## config.mk

```make
export PLATFORM = sky130hd
export DESIGN_NAME = uart_tx_frame_ctrl
export DESIGN_NICKNAME = d
export VERILOG_FILES = /design/src/rtl/uart_tx_pkg.sv /design/src/rtl/uart_tx_serializer.sv /design/src/rtl/uart_tx_frame_ctrl.sv
export SDC_FILE = /design/constraint.sdc
export NUM_CORES = 1
export LEC_CHECK = 0
export ABC_AREA = 1
export CAP_MARGIN = 20
export CORE_MARGIN = 4
export CORE_UTILIZATION = 50
export CTS_CLUSTER_SIZE = 14
export DETAILED_ROUTE_END_ITERATION = 6
export PLACE_DENSITY = 0.78
export SLEW_MARGIN = 5
export SYNTH_ARGS = -nofsm -noshare
export SYNTH_HDL_FRONTEND = slang
export SYNTH_SLANG_ARGS = --single-unit
```

## constraint.sdc

```tcl
create_clock -name CLK -period 1.5 [get_ports CLK]
set_input_delay 0.15 -clock CLK [delete_from_list [all_inputs] [get_ports CLK]]
set_output_delay 0.15 -clock CLK [all_outputs]
set_load 0.02 [all_outputs]
```

## src/rtl/uart_tx_pkg.sv

```systemverilog
// Shared definitions for the UART TX path.
// This file holds the framing FSM state encoding, the serial line levels
// and the default data width. It also has a small helper that sizes the
// bit counter.
package uart_tx_pkg;

    // Default number of data bits per frame.
    localparam int DEF_DATA_WIDTH = 8;

    // Serial line levels for the idle line, the start bit and the stop bit.
    localparam logic IDLE_LVL  = 1'b1;
    localparam logic START_LVL = 1'b0;
    localparam logic STOP_LVL  = 1'b1;

    // Framing FSM states. The 3-bit encoding is visible on the debug port.
    typedef enum logic [2:0] {
        IDLE   = 3'd0,
        START  = 3'd1,
        DATA   = 3'd2,
        PARITY = 3'd3,
        STOP   = 3'd4
    } tx_state_e;

    // Width of a counter that must hold the values 0 .. w-1.
    // The result is never narrower than one bit, so a 1-bit frame
    // still gets a legal vector.
    function automatic int cnt_width(input int w);
        return (w > 1) ? $clog2(w) : 1;
    endfunction

endpackage : uart_tx_pkg

```

## src/rtl/uart_tx_serializer.sv

```systemverilog
// Data shift register and bit counter for the UART TX framing controller.
//
// On a load, the word is captured and the counter cleared.
// Each shift_en pulse does two things: it moves the current bit 0 onto
// the line, and it shifts the register right by one.
//
// The first shift after a load happens in START. It hands data bit 0 to
// the line, and the counter stays at 0. After that, every shift also
// increments the counter. As a result, while the FSM is in DATA, the
// counter equals the index of the bit currently on the line.
// ser_done is high while that index is DATA_WIDTH-1.
module uart_tx_serializer
    import uart_tx_pkg::*;
#(
    parameter int DATA_WIDTH = DEF_DATA_WIDTH
) (
    input  logic                  CLK,
    input  logic                  RST,
    input  logic                  load,
    input  logic                  shift_en,
    input  logic [DATA_WIDTH-1:0] load_data,
    output logic                  ser_bit,
    output logic                  ser_done
);

    localparam int               CNT_W    = cnt_width(DATA_WIDTH);
    localparam logic [CNT_W-1:0] LAST_IDX = CNT_W'(DATA_WIDTH - 1);
    localparam logic [CNT_W-1:0] CNT_ONE  = CNT_W'(1);

    logic [DATA_WIDTH-1:0] shreg;
    logic [CNT_W-1:0]      bit_cnt;
    logic                  primed;

    // Shift register, bit counter and first-shift flag.
    // Reset or load clears all of them.
    always_ff @(posedge CLK or negedge RST) begin
        if (!RST) begin
            shreg   <= '0;
            bit_cnt <= '0;
            primed  <= 1'b0;
        end else if (load) begin
            shreg   <= load_data;
            bit_cnt <= '0;
            primed  <= 1'b0;
        end else if (shift_en) begin
            shreg  <= shreg >> 1;
            primed <= 1'b1;
            if (primed) begin
                bit_cnt <= bit_cnt + CNT_ONE;
            end
        end
    end

    // The next bit to put on the line is always the register LSB.
    assign ser_bit = shreg[0];

    // The last data bit is on the line: the FSM leaves DATA on this edge.
    assign ser_done = primed && (bit_cnt == LAST_IDX);

endmodule : uart_tx_serializer

```

## src/rtl/uart_tx_frame_ctrl.sv

```systemverilog
// UART TX framing controller.
//
// Serialises one parallel word per frame at one bit per CLK cycle, in this
// order: start bit, data bits LSB first, optional parity bit, stop bit.
// The parity bit comes from the upstream parity calculator (par_bit). It is
// sampled on the edge that enters PARITY.
//
// Handshake: DATA_VALID is the request, and busy low is the ready. A word is
// accepted on a rising edge where DATA_VALID=1 while busy=0; that is exactly
// when the FSM is in IDLE. A request that arrives while busy=1 is dropped,
// not queued. The requester must hold DATA_VALID until it sees busy rise.
//
// TX_OUT and busy are registers that are updated on the same edge as the
// state. Each one holds the value that belongs to the state just entered.
// No input reaches an output without passing through a register.
module uart_tx_frame_ctrl
    import uart_tx_pkg::*;
#(
    parameter int DATA_WIDTH = DEF_DATA_WIDTH
) (
    input  logic                  CLK,
    input  logic                  RST,
    input  logic [DATA_WIDTH-1:0] P_DATA,
    input  logic                  DATA_VALID,
    input  logic                  PAR_EN,
    input  logic                  par_bit,
    output logic                  TX_OUT,
    output logic                  busy,
    output logic [2:0]            dbg_state
);

    tx_state_e state;
    logic      par_en_q;
    logic      load;
    logic      shift_en;
    logic      ser_bit;
    logic      ser_done;

    // A word is accepted only from IDLE. This drives the serializer load.
    assign load = (state == IDLE) && DATA_VALID;

    // Shift in START to present data bit 0. Then keep shifting in DATA
    // until the last bit is on the line.
    assign shift_en = (state == START) || ((state == DATA) && !ser_done);

    uart_tx_serializer #(
        .DATA_WIDTH (DATA_WIDTH)
    ) u_serializer (
        .CLK       (CLK),
        .RST       (RST),
        .load      (load),
        .shift_en  (shift_en),
        .load_data (P_DATA),
        .ser_bit   (ser_bit),
        .ser_done  (ser_done)
    );

    // Framing FSM with registered line and busy outputs.
    always_ff @(posedge CLK or negedge RST) begin
        if (!RST) begin
            state    <= IDLE;
            TX_OUT   <= IDLE_LVL;
            busy     <= 1'b0;
            par_en_q <= 1'b0;
        end else begin
            case (state)
                IDLE: begin
                    TX_OUT <= IDLE_LVL;
                    busy   <= 1'b0;
                    if (DATA_VALID) begin
                        par_en_q <= PAR_EN;
                        state    <= START;
                        TX_OUT   <= START_LVL;
                        busy     <= 1'b1;
                    end
                end
                START: begin
                    state  <= DATA;
                    TX_OUT <= ser_bit;
                end
                DATA: begin
                    if (ser_done) begin
                        if (par_en_q) begin
                            state  <= PARITY;
                            TX_OUT <= par_bit;
                        end else begin
                            state  <= STOP;
                            TX_OUT <= STOP_LVL;
                        end
                    end else begin
                        TX_OUT <= ser_bit;
                    end
                end
                PARITY: begin
                    state  <= STOP;
                    TX_OUT <= STOP_LVL;
                end
                STOP: begin
                    state  <= IDLE;
                    TX_OUT <= IDLE_LVL;
                    busy   <= 1'b0;
                end
                default: begin
                    state  <= IDLE;
                    TX_OUT <= IDLE_LVL;
                    busy   <= 1'b0;
                end
            endcase
        end
    end

    assign dbg_state = state;

    // busy is a registered copy of "not in IDLE".
    a_busy_matches_state : assert property (
        @(posedge CLK) disable iff (!RST) busy == (state != IDLE)
    );

    // The line only idles high when no frame is in progress.
    a_idle_line_high : assert property (
        @(posedge CLK) disable iff (!RST) !busy |-> TX_OUT
    );

endmodule : uart_tx_frame_ctrl
```

==> flow_summary.toml <==
[timing]
period_share_pct = 95.3
finalHoldViolCount = 0
fin_setup_tns_ps = 0
relSlewSlack_pct = 80.4
skew_ps = 11.2
fmax_mhz = 700
whs_ps = 89.0
final.min_clock_period_ps = 1430
setup_violations = 0
slew_violations = 0
tightest_slew_ps = 292

[global_routing]
grt_pass1_wl_um = 3390
grt.overflow.total = 0
grt_pass1_vias = 740
grt_start_max_net_pins = 13
grt.total_usage_pct = 16.9
grt_antenna_before_repair = 0

[floorplan]
rows = 15
die_area_um2 = 2690
start_util_pct = 54.0
io_pins = 18
die_h_um = 51.9
core_um2 = 1780
die_x_um = 51.9

[placement]
hpwl_um = 1560
dp.cells = 163
placed_cell_area_um2 = 1180
globalplace.congestion = 0.787
io_buffer_count = 17

[worst_setup_path]
cp-start-kind = "register"
cp.required_ps = 1680
path_cells = "ha_2 > ha_1 > nand2_2 > nand3_4 > nand3_4 > nand2_4 > nand2_1 > nand2_1"
path_max_fanout = 5
critical_path_class = "register to register"
end_kind = "register"
critPathArrivalTime_ps = 1610
slowest_delay_ps = 400
slowest_stage = "dfrtp_1"

[clocking]
cts_num_sinks = 18
path_clk_slew_ps = 110
tritoncts = "done"
hold_buffers = 0
clk_latency_ps = 290
cts_buffers = 3
clockBufferDepth = 2
cts_max_level = 1
cts_root_buf = "clkbuf_4"

[route]
drt-initial-drc-count = 7
routed_wl_um = 1990
dr.pass1.iters = 4
drtAntennaViolNets = 0
via_per_inst = 4.65
drt-wirelength-per-cell_um = 11.6
drc = 0
num_vias = 799

[pwr]
power-per-cell-area_nw_per_um2 = 2100
vdd_drop_max_mv = 1.23
p_leak_nw = 0.689

[yosys]
synth-main-ff-cell = "dfrtp_1"
yosys_warnings = 0
syn_area_um2 = 962
synth_seq_cells = 18
synth-edff-count = 0
synth_nets = 133
yosysSeqAreaShare_pct = 46.9
ys_types = 21
synthCells = 118
ys_async_sr_fraction_pct = 100
syn-mean-instance-area_um2 = 8.15

[cells_and_area]
final_cells = 172
finalInstanceArea_um2 = 1280
nets = 163
postLayoutCoreUtil_pct = 71.9
antenna_cells = 0
fillers = 142
area_growth_syn_to_layout_pct = 33.3
final_layout_size_suffix_gt1_share_pct = 29.3

[job]
drv_cap = 0

[hold_path]
hold_class = "primary input to async pin"

[status]
status = "completed"
-- per-stage QoR --
stage	worst slack, ps	power (W)
final	70.6	0.00269
after global routing	-7.17	0.00294
after CTS	2.36	0.00264
after detailed placement	-36.3	0.00231
after global placement	20.2	0.00224
after floorplan	151	0.00187
-- flip-flops by register name (all words and copies together), names as in the netlist --
| signal | flops |
|---|---|
| par_en_q | 1 |
| u_serializer.shreg | 8 |
| TX_OUT | 1 |
| dbg_state | 3 |
| u_serializer.primed | 1 |
| busy | 1 |
| u_serializer.bit_cnt | 3 |
-- synthesized netlist by cell type, types with 2 or more instances --
cell type  instances  area share [%]
dfrtp_1           17              44
ha_1               2             2.6
inv_1             15             5.9
inv_2              2            0.78
nand2_1           31              12
nand2_2           16              10
nand3_1            3             1.6
nand3_2            2             2.1
nor2_1             7             2.7
nor2_2             2             1.3
o21ai_0           10             5.2
o21ai_1            2             1.0
-- routing by layer --
metal	wire length (um)	vias up	share of wire (%)	global-route usage, %
met2	1030	13	52	26.8
li1	-	421	-	-
met3	74	2	3.7	4.30
met4	12	0	0.60	3.49
met1	879	363	44	23.1
met5	0	-	0	0
-- path summary, 6_finish.rpt --
check / start / endpoint / slack [ps] / cells after the start
min: RST / busy / 90 / 1
min reg2reg: u_serializer.shreg[4] / u_serializer.shreg[4] / 490 / 2
min in group CLK: PAR_EN / par_en_q / 380 / 3
max in group asynchronous: RST / u_serializer.shreg[4] / 930 / 2
max: u_serializer.bit_cnt[1] / u_serializer.bit_cnt[1] / 70 / 8
max reg2reg: u_serializer.bit_cnt[1] / u_serializer.bit_cnt[1] / 70 / 8
-- where the power goes --
group / switching [W] / internal, W / total (W) / leakage [nW]
Clock: 0.000148 / 0.000148 / 0.000296 / 0.0210
Combinational: 0.000953 / 0.000606 / 0.00156 / 0.440
Sequential: 0.000136 / 0.000703 / 0.000839 / 0.228
-- layout by cell type (no fill, tap or decap) --
cell and count:
clkbuf_8 1, clkbuf_4 3, o21ai_1 2, a21oi_1 1, inv_2 2, dlygate4sd2_1 3, ha_2 1, nand3_1 3
nand2_2 18, buf_4 9, nand2_4 1, dfstp_2 1, nor2_1 7, inv_6 1, inv_1 15, o22ai_1 1
nand2_1 29, dfrtp_1 17, nor2_2 2, nand3_2 1, dlymetal6s2s_1 1, o21ai_0 10, nand3_4 3, ha_1 1
nand4_1 1, clkdlybuf4s50_1 13
-- area by class of cell --
cell class | count | area, um^2 | area share, %
multi-input cells | 81 | 454 | 35.4
flip-flops and latches | 18 | 452 | 35.2
repair buffers | 26 | 236 | 18.4
inverters | 18 | 72.6 | 5.66
clock buffers | 4 | 36.3 | 2.83
well taps | 25 | 31.3 | 2.44
-- cells by family after synthesis --
logic type | count (synthesis) | synth area share (%)
adders and majority gates | 2 | 2.60
DFF | 18 | 46.9
and+or+nand+nor | 64 | 33.8
buffers and inverters | 20 | 9.23
AOI/OAI and AO/OA | 14 | 7.41
-- worst max-delay path: cells and delay by family, from the launching register on --
kind	cells	cell delay, ps
adder cells (fa/ha/maj)	2	370
AND/OR/NAND/NOR	6	550
flip-flops	1	400
-- what timing repair did --
| action | 4_1_cts | 5_1_grt |
|---|---|---|
| setup endpoints to repair | 14 | 13 |
| buffers inserted | 0 | 4 |
| pin swaps | 0 | 2 |
| cloned | 1 | 0 |
| resized for setup | 5 | 4 |
Note: power is estimated with default switching activity, not from simulation.
